===== config.mk =====
export PLATFORM = sky130hd
export DESIGN_NAME = mem_op_sequencer_flat
export DESIGN_NICKNAME = d
export VERILOG_FILES = /design/src/rtl/mem_op_sequencer_if.sv /design/src/rtl/mem_op_sequencer.sv /design/src/flat_wrapper.sv
export SDC_FILE = /design/constraint.sdc
export NUM_CORES = 1
export LEC_CHECK = 0
export BUFFER_PORTS_ARGS = -buffer_cell sky130_fd_sc_hd__buf_2
export CAP_MARGIN = 30
export CELL_PAD_IN_SITES_DETAIL_PLACEMENT = 0
export CELL_PAD_IN_SITES_GLOBAL_PLACEMENT = 1
export CORE_MARGIN = 4
export CORE_UTILIZATION = 39
export DETAILED_ROUTE_END_ITERATION = 10
export GPL_ROUTABILITY_DRIVEN = 0
export GPL_TIMING_DRIVEN = 0
export PLACE_DENSITY = 0.94
export SLEW_MARGIN = 20
export SYNTH_ARGS = -nofsm -noshare
export SYNTH_HDL_FRONTEND = slang
export SYNTH_SLANG_ARGS = --single-unit

===== constraint.sdc =====
create_clock -name clk -period 2.5 [get_ports clk]
set_input_delay 0 -clock clk [delete_from_list [all_inputs] [get_ports clk]]
set_output_delay 0 -clock clk [all_outputs]
set_load 0.02 [all_outputs]

===== src/rtl/mem_op_sequencer_if.sv =====
// Bus between the transaction requester / RAM / AND-OR unit side and the sequencer.
// The master side drives requests and returns RAM read data and op results.
interface mem_op_sequencer_if #(
  parameter int unsigned DW    = 32,
  parameter int unsigned AW    = 3,
  parameter int unsigned CNT_W = 8
) ();
  logic             start;
  logic             or_mode;
  logic [AW-1:0]    a_addr;
  logic [AW-1:0]    b_addr;
  logic [AW-1:0]    c_addr;
  logic             busy;
  logic             done;
  logic [DW-1:0]    result;
  logic [CNT_W-1:0] txn_count;
  logic [AW-1:0]    mem_addr;
  logic             mem_wmode;
  logic [DW-1:0]    mem_wdata;
  logic [DW-1:0]    mem_rdata;
  logic             op_mode;
  logic [DW-1:0]    op_a;
  logic [DW-1:0]    op_b;
  logic [DW-1:0]    op_c;

  modport master (
    output start, or_mode, a_addr, b_addr, c_addr, mem_rdata, op_c,
    input  busy, done, result, txn_count, mem_addr, mem_wmode, mem_wdata,
           op_mode, op_a, op_b
  );

  modport slave (
    input  start, or_mode, a_addr, b_addr, c_addr, mem_rdata, op_c,
    output busy, done, result, txn_count, mem_addr, mem_wmode, mem_wdata,
           op_mode, op_a, op_b
  );
endinterface


===== src/rtl/mem_op_sequencer.sv =====
// Sequences one RAM-to-RAM AND/OR transaction: read A, read B, compute, write C, done.
// Owns the RAM address/write controls and the op operands; start/done handshake.
module mem_op_sequencer #(
  parameter int unsigned DW    = 32,
  parameter int unsigned AW    = 3,
  parameter int unsigned CNT_W = 8
) (
  input  logic                 clk,
  input  logic                 rst,
  mem_op_sequencer_if.slave    bus
);

  typedef enum logic [2:0] {
    IDLE = 3'd0,
    RD_A = 3'd1,
    RD_B = 3'd2,
    EXEC = 3'd3,
    WR_C = 3'd4,
    DONE = 3'd5
  } state_t;

  state_t           state_q, state_d;
  logic [AW-1:0]    a_addr_q, b_addr_q, c_addr_q;
  logic             mode_q;
  logic [DW-1:0]    a_q, b_q;
  logic [DW-1:0]    result_q;
  logic [CNT_W-1:0] cnt_q;
  logic             busy_q, done_q, wmode_q;
  logic [AW-1:0]    addr_q;

  logic             latch_en;
  logic [AW-1:0]    addr_d;
  logic             wmode_d, done_d, busy_d;

  // Next state plus next values of the state-decoded outputs, so those outputs come from flops
  always_comb begin
    state_d  = state_q;
    latch_en = 1'b0;
    addr_d   = '0;
    wmode_d  = 1'b0;
    done_d   = 1'b0;
    case (state_q)
      IDLE: begin
        if (bus.start) begin
          state_d  = RD_A;
          latch_en = 1'b1;
          addr_d   = bus.a_addr;
        end
      end
      RD_A: begin
        state_d = RD_B;
        addr_d  = b_addr_q;
      end
      RD_B: state_d = EXEC;
      EXEC: begin
        state_d = WR_C;
        addr_d  = c_addr_q;
        wmode_d = 1'b1;
      end
      WR_C: begin
        state_d = DONE;
        done_d  = 1'b1;
      end
      DONE:    state_d = IDLE;
      default: state_d = IDLE;
    endcase
    busy_d = (state_d != IDLE);
  end

  // Reset aborts any in-flight transaction; nothing resumes afterwards
  always_ff @(posedge clk or negedge rst) begin
    if (!rst) begin
      state_q  <= IDLE;
      a_addr_q <= '0;
      b_addr_q <= '0;
      c_addr_q <= '0;
      mode_q   <= 1'b0;
      a_q      <= '0;
      b_q      <= '0;
      result_q <= '0;
      cnt_q    <= '0;
      busy_q   <= 1'b0;
      done_q   <= 1'b0;
      wmode_q  <= 1'b0;
      addr_q   <= '0;
    end else begin
      state_q <= state_d;
      busy_q  <= busy_d;
      done_q  <= done_d;
      wmode_q <= wmode_d;
      addr_q  <= addr_d;
      if (latch_en) begin
        a_addr_q <= bus.a_addr;
        b_addr_q <= bus.b_addr;
        c_addr_q <= bus.c_addr;
        mode_q   <= bus.or_mode;
      end
      if (state_q == RD_A) a_q <= bus.mem_rdata;
      if (state_q == RD_B) b_q <= bus.mem_rdata;
      if (state_q == WR_C) begin
        result_q <= bus.op_c;
        cnt_q    <= cnt_q + CNT_W'(1);
      end
    end
  end

  assign bus.busy      = busy_q;
  assign bus.done      = done_q;
  assign bus.result    = result_q;
  assign bus.txn_count = cnt_q;
  assign bus.mem_addr  = addr_q;
  assign bus.mem_wmode = wmode_q;
  assign bus.mem_wdata = bus.op_c;
  assign bus.op_mode   = mode_q;
  assign bus.op_a      = a_q;
  assign bus.op_b      = b_q;

endmodule


===== src/flat_wrapper.sv =====
// flat-port wrapper written by rule: the top's interface ports become plain ports
module mem_op_sequencer_flat 
#(
  parameter int unsigned DW    = 32,
  parameter int unsigned AW    = 3,
  parameter int unsigned CNT_W = 8
)
  (clk, rst, bus_start, bus_or_mode, bus_a_addr, bus_b_addr, bus_c_addr, bus_mem_rdata, bus_op_c, bus_busy, bus_done, bus_result, bus_txn_count, bus_mem_addr, bus_mem_wmode, bus_mem_wdata, bus_op_mode, bus_op_a, bus_op_b);
  mem_op_sequencer_if #(.DW(DW), .AW(AW), .CNT_W(CNT_W)) bus_i ();
  input  logic clk;
  input  logic rst;
  input wire logic [$bits(bus_i.start)-1:0] bus_start;
  input wire logic [$bits(bus_i.or_mode)-1:0] bus_or_mode;
  input wire logic [$bits(bus_i.a_addr)-1:0] bus_a_addr;
  input wire logic [$bits(bus_i.b_addr)-1:0] bus_b_addr;
  input wire logic [$bits(bus_i.c_addr)-1:0] bus_c_addr;
  input wire logic [$bits(bus_i.mem_rdata)-1:0] bus_mem_rdata;
  input wire logic [$bits(bus_i.op_c)-1:0] bus_op_c;
  output wire logic [$bits(bus_i.busy)-1:0] bus_busy;
  output wire logic [$bits(bus_i.done)-1:0] bus_done;
  output wire logic [$bits(bus_i.result)-1:0] bus_result;
  output wire logic [$bits(bus_i.txn_count)-1:0] bus_txn_count;
  output wire logic [$bits(bus_i.mem_addr)-1:0] bus_mem_addr;
  output wire logic [$bits(bus_i.mem_wmode)-1:0] bus_mem_wmode;
  output wire logic [$bits(bus_i.mem_wdata)-1:0] bus_mem_wdata;
  output wire logic [$bits(bus_i.op_mode)-1:0] bus_op_mode;
  output wire logic [$bits(bus_i.op_a)-1:0] bus_op_a;
  output wire logic [$bits(bus_i.op_b)-1:0] bus_op_b;
  assign bus_i.start = bus_start;
  assign bus_i.or_mode = bus_or_mode;
  assign bus_i.a_addr = bus_a_addr;
  assign bus_i.b_addr = bus_b_addr;
  assign bus_i.c_addr = bus_c_addr;
  assign bus_i.mem_rdata = bus_mem_rdata;
  assign bus_i.op_c = bus_op_c;
  assign bus_busy = bus_i.busy;
  assign bus_done = bus_i.done;
  assign bus_result = bus_i.result;
  assign bus_txn_count = bus_i.txn_count;
  assign bus_mem_addr = bus_i.mem_addr;
  assign bus_mem_wmode = bus_i.mem_wmode;
  assign bus_mem_wdata = bus_i.mem_wdata;
  assign bus_op_mode = bus_i.op_mode;
  assign bus_op_a = bus_i.op_a;
  assign bus_op_b = bus_i.op_b;
  mem_op_sequencer #(.DW(DW), .AW(AW), .CNT_W(CNT_W)) u_core (.clk(clk), .rst(rst), .bus(bus_i));
endmodule

# [Word-level counts from Yosys, hierarchy flattened]
# Cells that the tools add are included.
[totals] mem_count=0 inputBits=77 latch_bits=0 rom_bits=0 mem_bits_rw=0 register_bits=120 wordCells=27
[classes] shifts=0 addsub=1 multipliers=0 muxes=8 eq_ne=4 n_reduce_logical=2 div=0 n_bitwise=0 n_lt_le_gt_ge=0
[ops] op="$pmux W3 S5" n=1
[ops] op="$pmux W3 S3" n=1
[ops] op="$add A8 B1 Y8 const B" n=1
[ops] op="$eq A3 B2 Y1 const B" n=2
[ops] op="$mux W3" n=2
[ops] op="$mux W1" n=4
[ops] op="$eq A3 B1 Y1 const B" n=1
[ops] op="$eq A3 B3 Y1 const B" n=1
[ops] op="$logic_not A3 Y1" n=1
[ops] op="$reduce_bool A3 Y1" n=1

# [Logic depth before layout (Yosys ltp)]
# Gate-level depths: netlist of run 1.
[depth] word_depth=3 mapped_depth=6 ltp_nobuf=3

# [Worst setup path after synthesis of run 1]
# No wires, ideal clock.
[synth_timing] path_kind="register to register" from="register u_core.state_q[2]" to="register u_core.b_addr_q[0]" arrival_time_ns=1.369 required_ns=2.375 path_stages_with_launch=4 slack_ns=1.006 path_cell_list="dfrtp_1 > buf_6 > nor4b_4 > mux2_2"
[synth_between] elab_chain_len=2
[synth_lines] item="start, declared" line_no="mem_op_sequencer.sv:22" source="state_t state_q, state_d;"
[synth_lines] item="start signal, assigned" line_no="mem_op_sequencer.sv:87" source="state_q <= state_d;"
[synth_lines] item="$logic_not A3 Y1" line_no="mem_op_sequencer.sv:42" source="case (state_q)"
[synth_lines] item="$mux W1" line_no="mem_op_sequencer.sv:42"
[synth_lines] item="end signal, assigned" line_no="mem_op_sequencer.sv:94" source="b_addr_q <= bus.b_addr;"
[synth_lines] item="end, declared" line_no="mem_op_sequencer.sv:23" source="logic [AW-1:0] a_addr_q, b_addr_q, c_addr_q;"
# No other way between the ends.
# A chain may end at the register's enable or synchronous reset.

# [Final worst setup path of run 1]
[layout_timing] from="register u_core.state_q[0]" to="register u_core.b_q[5] (netlist: u_core.bus.op_b[5])"
[layout_between] elab_chain_len=1
[layout_lines] item="$eq A3 B2 Y1" line_no="mem_op_sequencer.sv:99" source="if (state_q == RD_B) b_q <= bus.mem_rdata;"
[layout_lines] item="end signal, assigned" line_no="mem_op_sequencer.sv:99"
[layout_lines] item="end, declared" line_no="mem_op_sequencer.sv:25" source="logic [DW-1:0] a_q, b_q;"
# No other way between the ends.

==> flow_metrics.py, run 1 <==
metrics = {
    "routing": {
        "vias_per_cell": 4.67,
        "drtPass1Iterations": 4,
        "top_layer": "met4",
        "num_vias": 3664,
        "wl_per_cell_um": 15.7,
        "drt_iter0_markers": 115,
        "m1WireLength_mm": 4.69,
        "drc": 0,
        "wirelength_mm": 12.3,
        "routed-wl-met3_um": 984,
        "ant_nets": 0,
        "wl_met2_mm": 6.36,
    },
    "floorplanning": {
        "initial_utilization_pct": 39.9,
        "io_pins": 220,
        "core_mm2": 0.0120,
        "die_h_um": 119,
        "dieArea_mm2": 0.0141,
        "num_rows": 40,
        "dieWidth_um": 119,
    },
    "timing": {
        "skew_ns": 0.00736,
        "final_hold_viol_count": 0,
        "rsz0062_at_grt": "no",
        "worst_pin_slew_ns": 0.636,
        "fin_ws_ns": 0.760,
        "worst_hold_slack_ns": 0.138,
        "period_needed_ns": 1.74,
        "slew_headroom_pct": 57.4,
        "finalSetupViolCount": 0,
        "maxSlewViolCount": 0,
        "fin_crit_sh_pct": 69.6,
        "max_freq_mhz": 575,
        "setup-tns-final_ns": 0,
    },
    "worst_setup_path": {
        "cpLargestDelayFamily": "buffers and inverters",
        "max_stage_delay_ns": 0.38,
        "slowest_stage": "mux2_2",
        "path_class": "reg2reg",
        "cp_cell_sequence": "clkbuf_2, nor3b_4, buf_2, mux2_2",
        "cp.arrival_ns": 2.03,
        "crit_fanout": 10,
        "worstSetupEndpointType": "register",
        "start_kind": "register",
        "cp_num_buf_inv": 2,
        "crit_required_ns": 2.79,
    },
    "synth": {
        "ys_seq_area_share_pct": 62.6,
        "yosysWarnings": 0,
        "synth.avg_cell_area_um2": 15.5,
        "netlist.area_leader.share_pct": 62.6,
        "syn_nets": 388,
        "netlist.top_cell.by_area": "dfrtp_1",
        "synth_seq_cells": 120,
        "synth_cells": 310,
        "yosys-top-cells-area": "dfrtp_1, mux2_2, buf_4",
        "ys_types": 26,
        "syn_area_mm2": 0.00480,
    },
    "job": {
        "maxCapViolations": 0,
    },
    "finish": {
        "synthToLayoutAreaGrowth_pct": 56.7,
        "antenna_cells": 0,
        "final_layout_size_suffix_gt1_share_pct": 63.5,
        "mostFrequentLayoutCells": "buf_2, dfrtp_1, mux2_2, dlygate4sd3_1, buf_4",
        "nets": 703,
        "mostFrequentLayoutCell": "buf_2",
    },
    "clock_tree": {
        "clockBufferDepth": 2,
        "cts.sink_count": 120,
        "cts_buffers": 17,
        "cts.htree.levels": 4,
        "clk_pin_slew_ns": 0.05,
        "cts_tree": "built",
        "root_buffer": "clkbuf_16",
        "ctsResizeCount": 0,
        "insertion_delay_ns": 0.41,
    },
    "power_and_ir_drop": {
        "power_density_mw_per_mm2": 1350,
        "p_int_w": 0.00655,
        "seqPwrFrac_pct": 33.0,
        "p_comb_share_pct": 41.1,
        "power.switching_w": 0.00360,
        "power_frac_clock_pct": 25.8,
        "leakagePower_nw": 3.71,
        "vdd_drop_max_mv": 0.799,
        "switching_share_pct": 35.5,
        "finalPower_w": 0.0102,
    },
    "global_route": {
        "grt_max_degree": 66,
        "antenna_found_initial": 0,
        "grt-ovfl-total": 0,
        "grt_util_all_layers_pct": 18.0,
        "grt_pass1_vias": 4030,
        "grt_pass1_wl_mm": 20.1,
    },
    "place": {
        "portBuffers": 219,
        "pre_cts_slack_ns": 0.698,
        "dp_hpwl_mm": 8.28,
    },
    "status": {
        "status": "completed",
    },
    "hold_path": {
        "worst_hold_path_type": "in2async",
    },
}
-- sequential cells by signal, indices dropped and copies added, names as in the netlist --
name                  count
u_core.bus.txn_count      8
u_core.bus.op_mode        1
u_core.bus.mem_addr       3
u_core.bus.op_b          32
u_core.b_addr_q           3
u_core.bus.mem_wmode      1
u_core.bus.result        32
u_core.c_addr_q           3
u_core.bus.op_a          32
u_core.bus.done           1
u_core.state_q            3
u_core.bus.busy           1
-- final cells by class --
cell class,instances,area [um2]
plain buffers,47,339
clock buffers,19,443
clock inverters,13,201
fillers,907,4500
multi-input cells,143,1460
flip-flops and latches,120,3000
well taps,147,184
repair buffers,296,1890
-- per-layer routing --
metal	vias up	GRT usage (%)
li1	1683	-
met1	1786	19.2
met2	167	31.6
met3	28	6.74
met4	0	7.97
met5	-	0
-- Yosys cell counts, drive strengths merged --
cell type  instances
mux2             104
a22oi              3
clkbuf             2
nor4b              1
xnor2              3
nor3               4
nor3b              3
dfrtp            120
and3               1
a211oi             1
xor2               4
nor2               1
or2                3
and3b              1
a21oi              1
nand4              4
nand2              8
ha                 1
buf               45
-- kinds of logic (layout without fill, tap and decap cells) --
family                     after synthesis  count (layout)  share of synthesized area [%]
buffers and inverters                   47             375                           7.07
xor gates and xnor gates                 7               7                           1.28
AOI/OAI and AO/OA                        5               5                          0.730
and+or+nand+nor                         26              26                           3.65
adders and majority gates                1               1                          0.261
DFF                                    120             120                           62.6
muxes                                  104             104                           24.4
-- stage by stage --
step / utilization, % / area, um2 / std cells
final: 62.6 / 7520 / 785
after global routing: 62.6 / 7520 / 785
after CTS: 62.6 / 7520 / 785
after detailed placement: 50.9 / 6110 / 677
after global placement: 50.6 / 6080 / 676
after floorplan: - / 4800 / 310
-- worst reg2reg max path, delay by kind of cell, from the launching register on --
kind	cells	cell delay (ns)
DFF	1	0.36
buffers and inverters	2	0.52
and+or+nand+nor	1	0.36
muxes	1	0.38
-- repair_timing --
| action | in CTS | in global routing |
|---|---|---|
| setup endpoints to repair | 0 | 0 |
| hold buffers | 76 | 0 |
| hold endpoints to repair | 175 | 0 |
| buffers inserted | 0 | 0 |
-- power by group through the flow --
stage	clock, W	sequential [W]	combinational (W)
6_report	0.00262	0.00336	0.00418
3_5_place_dp	0	0.00337	0.00414
5_1_grt	0.00279	0.00349	0.00447
4_1_cts	0.00268	0.00336	0.00423
2_1_floorplan	0	0.00444	0.00163
3_3_place_gp	0	0.00332	0.00403
-- path summary, 6_finish.rpt --
check | cells past startpoint | from | to | slack [ns]
min in group clk | 4 | bus_a_addr[0] | u_core.bus.mem_addr[0]$_DFF_PN0_ | 0.37
worst min register to register | 2 | u_core.b_addr_q[2]$_DFFE_PN0P_ | u_core.bus.mem_addr[2]$_DFF_PN0_ | 0.46
max in group asynchronous | 3 | rst | u_core.bus.op_b[15]$_DFFE_PN0N_ | 1.67
worst max-delay path | 4 | u_core.state_q[0]$_DFF_PN0_ | u_core.bus.op_b[5]$_DFFE_PN0N_ | 0.76
worst min-delay path | 2 | rst | u_core.bus.result[22]$_DFFE_PN0N_ | 0.14
worst max register to register | 4 | u_core.state_q[0]$_DFF_PN0_ | u_core.bus.op_b[5]$_DFFE_PN0N_ | 0.76
Note: power is estimated with default switching activity, not from simulation.
==> inputs of run 2 (changes only) <==
- CORE_UTILIZATION: 39 -> 33
- PLACE_DENSITY: 0.94 -> 0.86
- clock period: 2.5 -> 1.6 ns (I/O delays scaled with it)
==> run 2 against run 1 <==
Effect of this change: register-to-register slack got worse by 0.68 ns; combinational power increased by 64%; critical path depth increased by 1; non-clock buffer count increased by 11; sequential share of layout area decreased by 1.2 points; clock skew increased by 0.0038 ns; routed wire length increased by 1.0%; core utilization decreased by 7.3 points; sequential power increased by 56%; flip-flop and latch count unchanged; design area increased by 3.2%; fmax increased by 14%; critical endpoint is now u_core.c_addr_q[2]$_DFFE_PN0P_; largest cell class unchanged.
==> flow_metrics.py, run 2 (synthesized netlist as in run 1, its figures left out) <==
metrics = {
    "status": {
        "status": "completed",
    },
    "routing": {
        "wl_per_cell_um": 15.0,
        "drt_iter0_markers": 73,
        "vias_per_cell": 4.43,
        "drtPass1Iterations": 3,
        "num_vias": 3671,
        "drc": 0,
        "ant_nets": 0,
        "wirelength_mm": 12.5,
    },
    "timing": {
        "fin_ws_ns": 0.0785,
        "fin_crit_sh_pct": 95.1,
        "finalSetupViolCount": 0,
        "max_freq_mhz": 657,
        "final_hold_viol_count": 0,
        "period_needed_ns": 1.52,
        "rsz0062_at_grt": "no",
        "skew_ns": 0.0111,
        "worst_pin_slew_ns": 0.539,
        "slew_headroom_pct": 64.1,
        "worst_hold_slack_ns": 0.131,
        "maxSlewViolCount": 0,
        "setup-tns-final_ns": 0,
    },
    "worst_setup_path": {
        "cpLargestDelayFamily": "buffers and inverters",
        "cp_num_buf_inv": 3,
        "cp_cell_sequence": "buf_6, buf_4, nor4b_4, buf_6, mux2_2",
        "crit_required_ns": 1.88,
        "r2r_cells": 5,
        "start_kind": "register",
        "crit_fanout": 8,
        "slowest_stage": "dfrtp_1",
        "max_stage_delay_ns": 0.37,
        "path_class": "reg2reg",
        "cp_common_cell": "buf_6",
        "cp.arrival_ns": 1.81,
        "cp.depth": 5,
        "worstSetupEndpointType": "register",
    },
    "finish": {
        "antenna_cells": 0,
        "nets": 714,
        "nFillCells": 1121,
        "fin_cells": 829,
        "mostFrequentLayoutCells": "buf_2, dfrtp_1, mux2_2, dlygate4sd3_1, buf_4",
        "synthToLayoutAreaGrowth_pct": 61.7,
        "final_layout_size_suffix_gt1_share_pct": 64.1,
        "mostFrequentLayoutCell": "buf_2",
    },
    "power_and_ir_drop": {
        "finalPower_w": 0.0164,
        "leakagePower_nw": 3.81,
        "power_density_mw_per_mm2": 2110,
        "vdd_drop_max_mv": 1.32,
    },
    "clock_tree": {
        "clk_pin_slew_ns": 0.05,
        "cts_buffers": 17,
        "clockBufferDepth": 2,
        "cts.htree.levels": 4,
        "cts_tree": "built",
        "root_buffer": "clkbuf_16",
        "insertion_delay_ns": 0.41,
        "cts.sink_count": 120,
    },
    "place": {
        "place_inst": 710,
        "pre_cts_slack_ns": -0.227,
        "portBuffers": 219,
        "dp_hpwl_mm": 8.56,
    },
    "global_route": {
        "antenna_found_initial": 0,
        "grt_pass1_wl_mm": 20.1,
        "grt_max_degree": 65,
        "grt_util_all_layers_pct": 15.5,
        "grt_pass1_vias": 3977,
        "grt-ovfl-total": 0,
    },
    "floorplanning": {
        "io_pins": 220,
        "initial_utilization_pct": 34.2,
        "die_h_um": 129,
        "core_mm2": 0.0140,
        "num_rows": 43,
        "dieWidth_um": 129,
        "dieArea_mm2": 0.0165,
    },
    "hold_path": {
        "worst_hold_path_type": "in2async",
    },
    "job": {
        "maxCapViolations": 0,
    },
}
run 2: through the flow:
stage,area (um2),utilization [%]
detailed placement,6150,43.8
floorplan,4800,-
global route,7760,55.2
CTS,7690,54.8
global placement,6120,43.6
finish,7760,55.2
run 2: final cells by class:
type / count / area (um2) / share of cell area, %
clock inverters: 7 / 160 / 2.06
plain buffers: 47 / 394 / 5.08
well taps: 180 / 225 / 2.90
flip-flops and latches: 120 / 3000 / 38.7
repair buffers: 307 / 1990 / 25.7
clock buffers: 25 / 515 / 6.65
multi-input cells: 143 / 1470 / 18.9
run 2: worst paths after layout:
path | startpoint | endpoint | slack (ns)
worst max-delay path | u_core.state_q[2]$_DFF_PN0_ | u_core.c_addr_q[2]$_DFFE_PN0P_ | 0.08
worst min-delay path | rst | u_core.bus.result[1]$_DFFE_PN0N_ | 0.13
worst max register to register | u_core.state_q[2]$_DFF_PN0_ | u_core.c_addr_q[2]$_DFFE_PN0P_ | 0.08
worst min register to register | u_core.bus.txn_count[7]$_DFFE_PN0N_ | u_core.bus.txn_count[7]$_DFFE_PN0N_ | 0.47
max in group asynchronous | rst | u_core.bus.op_b[2]$_DFFE_PN0N_ | 0.78
min in group clk | bus_mem_rdata[18] | u_core.bus.op_a[18]$_DFFE_PN0N_ | 0.36
run 2: repair_timing:
item | 4_1_cts | 5_1_grt
resized for setup | 11 | 12
hold endpoints to repair | 180 | 0
setup endpoints to repair | 98 | 94
setup buffers | 7 | 4
pin swaps | 2 | 1
hold buffers | 76 | 0
run 2: worst register-to-register path, stage by stage (launching register included):
cell,delay [ns]
dfrtp_1,0.37
buf_6,0.14
buf_4,0.13
nor4b_4,0.25
buf_6,0.18
mux2_2,0.34
run 2: metal layers:
| layer | global-route usage (%) | share of wire, % |
|---|---|---|
| met2 | 27.1 | 52 |
| met1 | 17.1 | 37 |
| met3 | 5.81 | 9.3 |
| met5 | 0 | 0 |
| met4 | 6.05 | 1.8 |
run 2: power by group:
| group | switching [W] | leakage [nW] | internal, W |
|---|---|---|---|
| registers | 0.000726 | 1.44 | 0.00453 |
| clock network | 0.00123 | 0.333 | 0.00301 |
| logic | 0.00368 | 2.04 | 0.00319 |
| total | 0.00564 | 3.81 | 0.0107 |
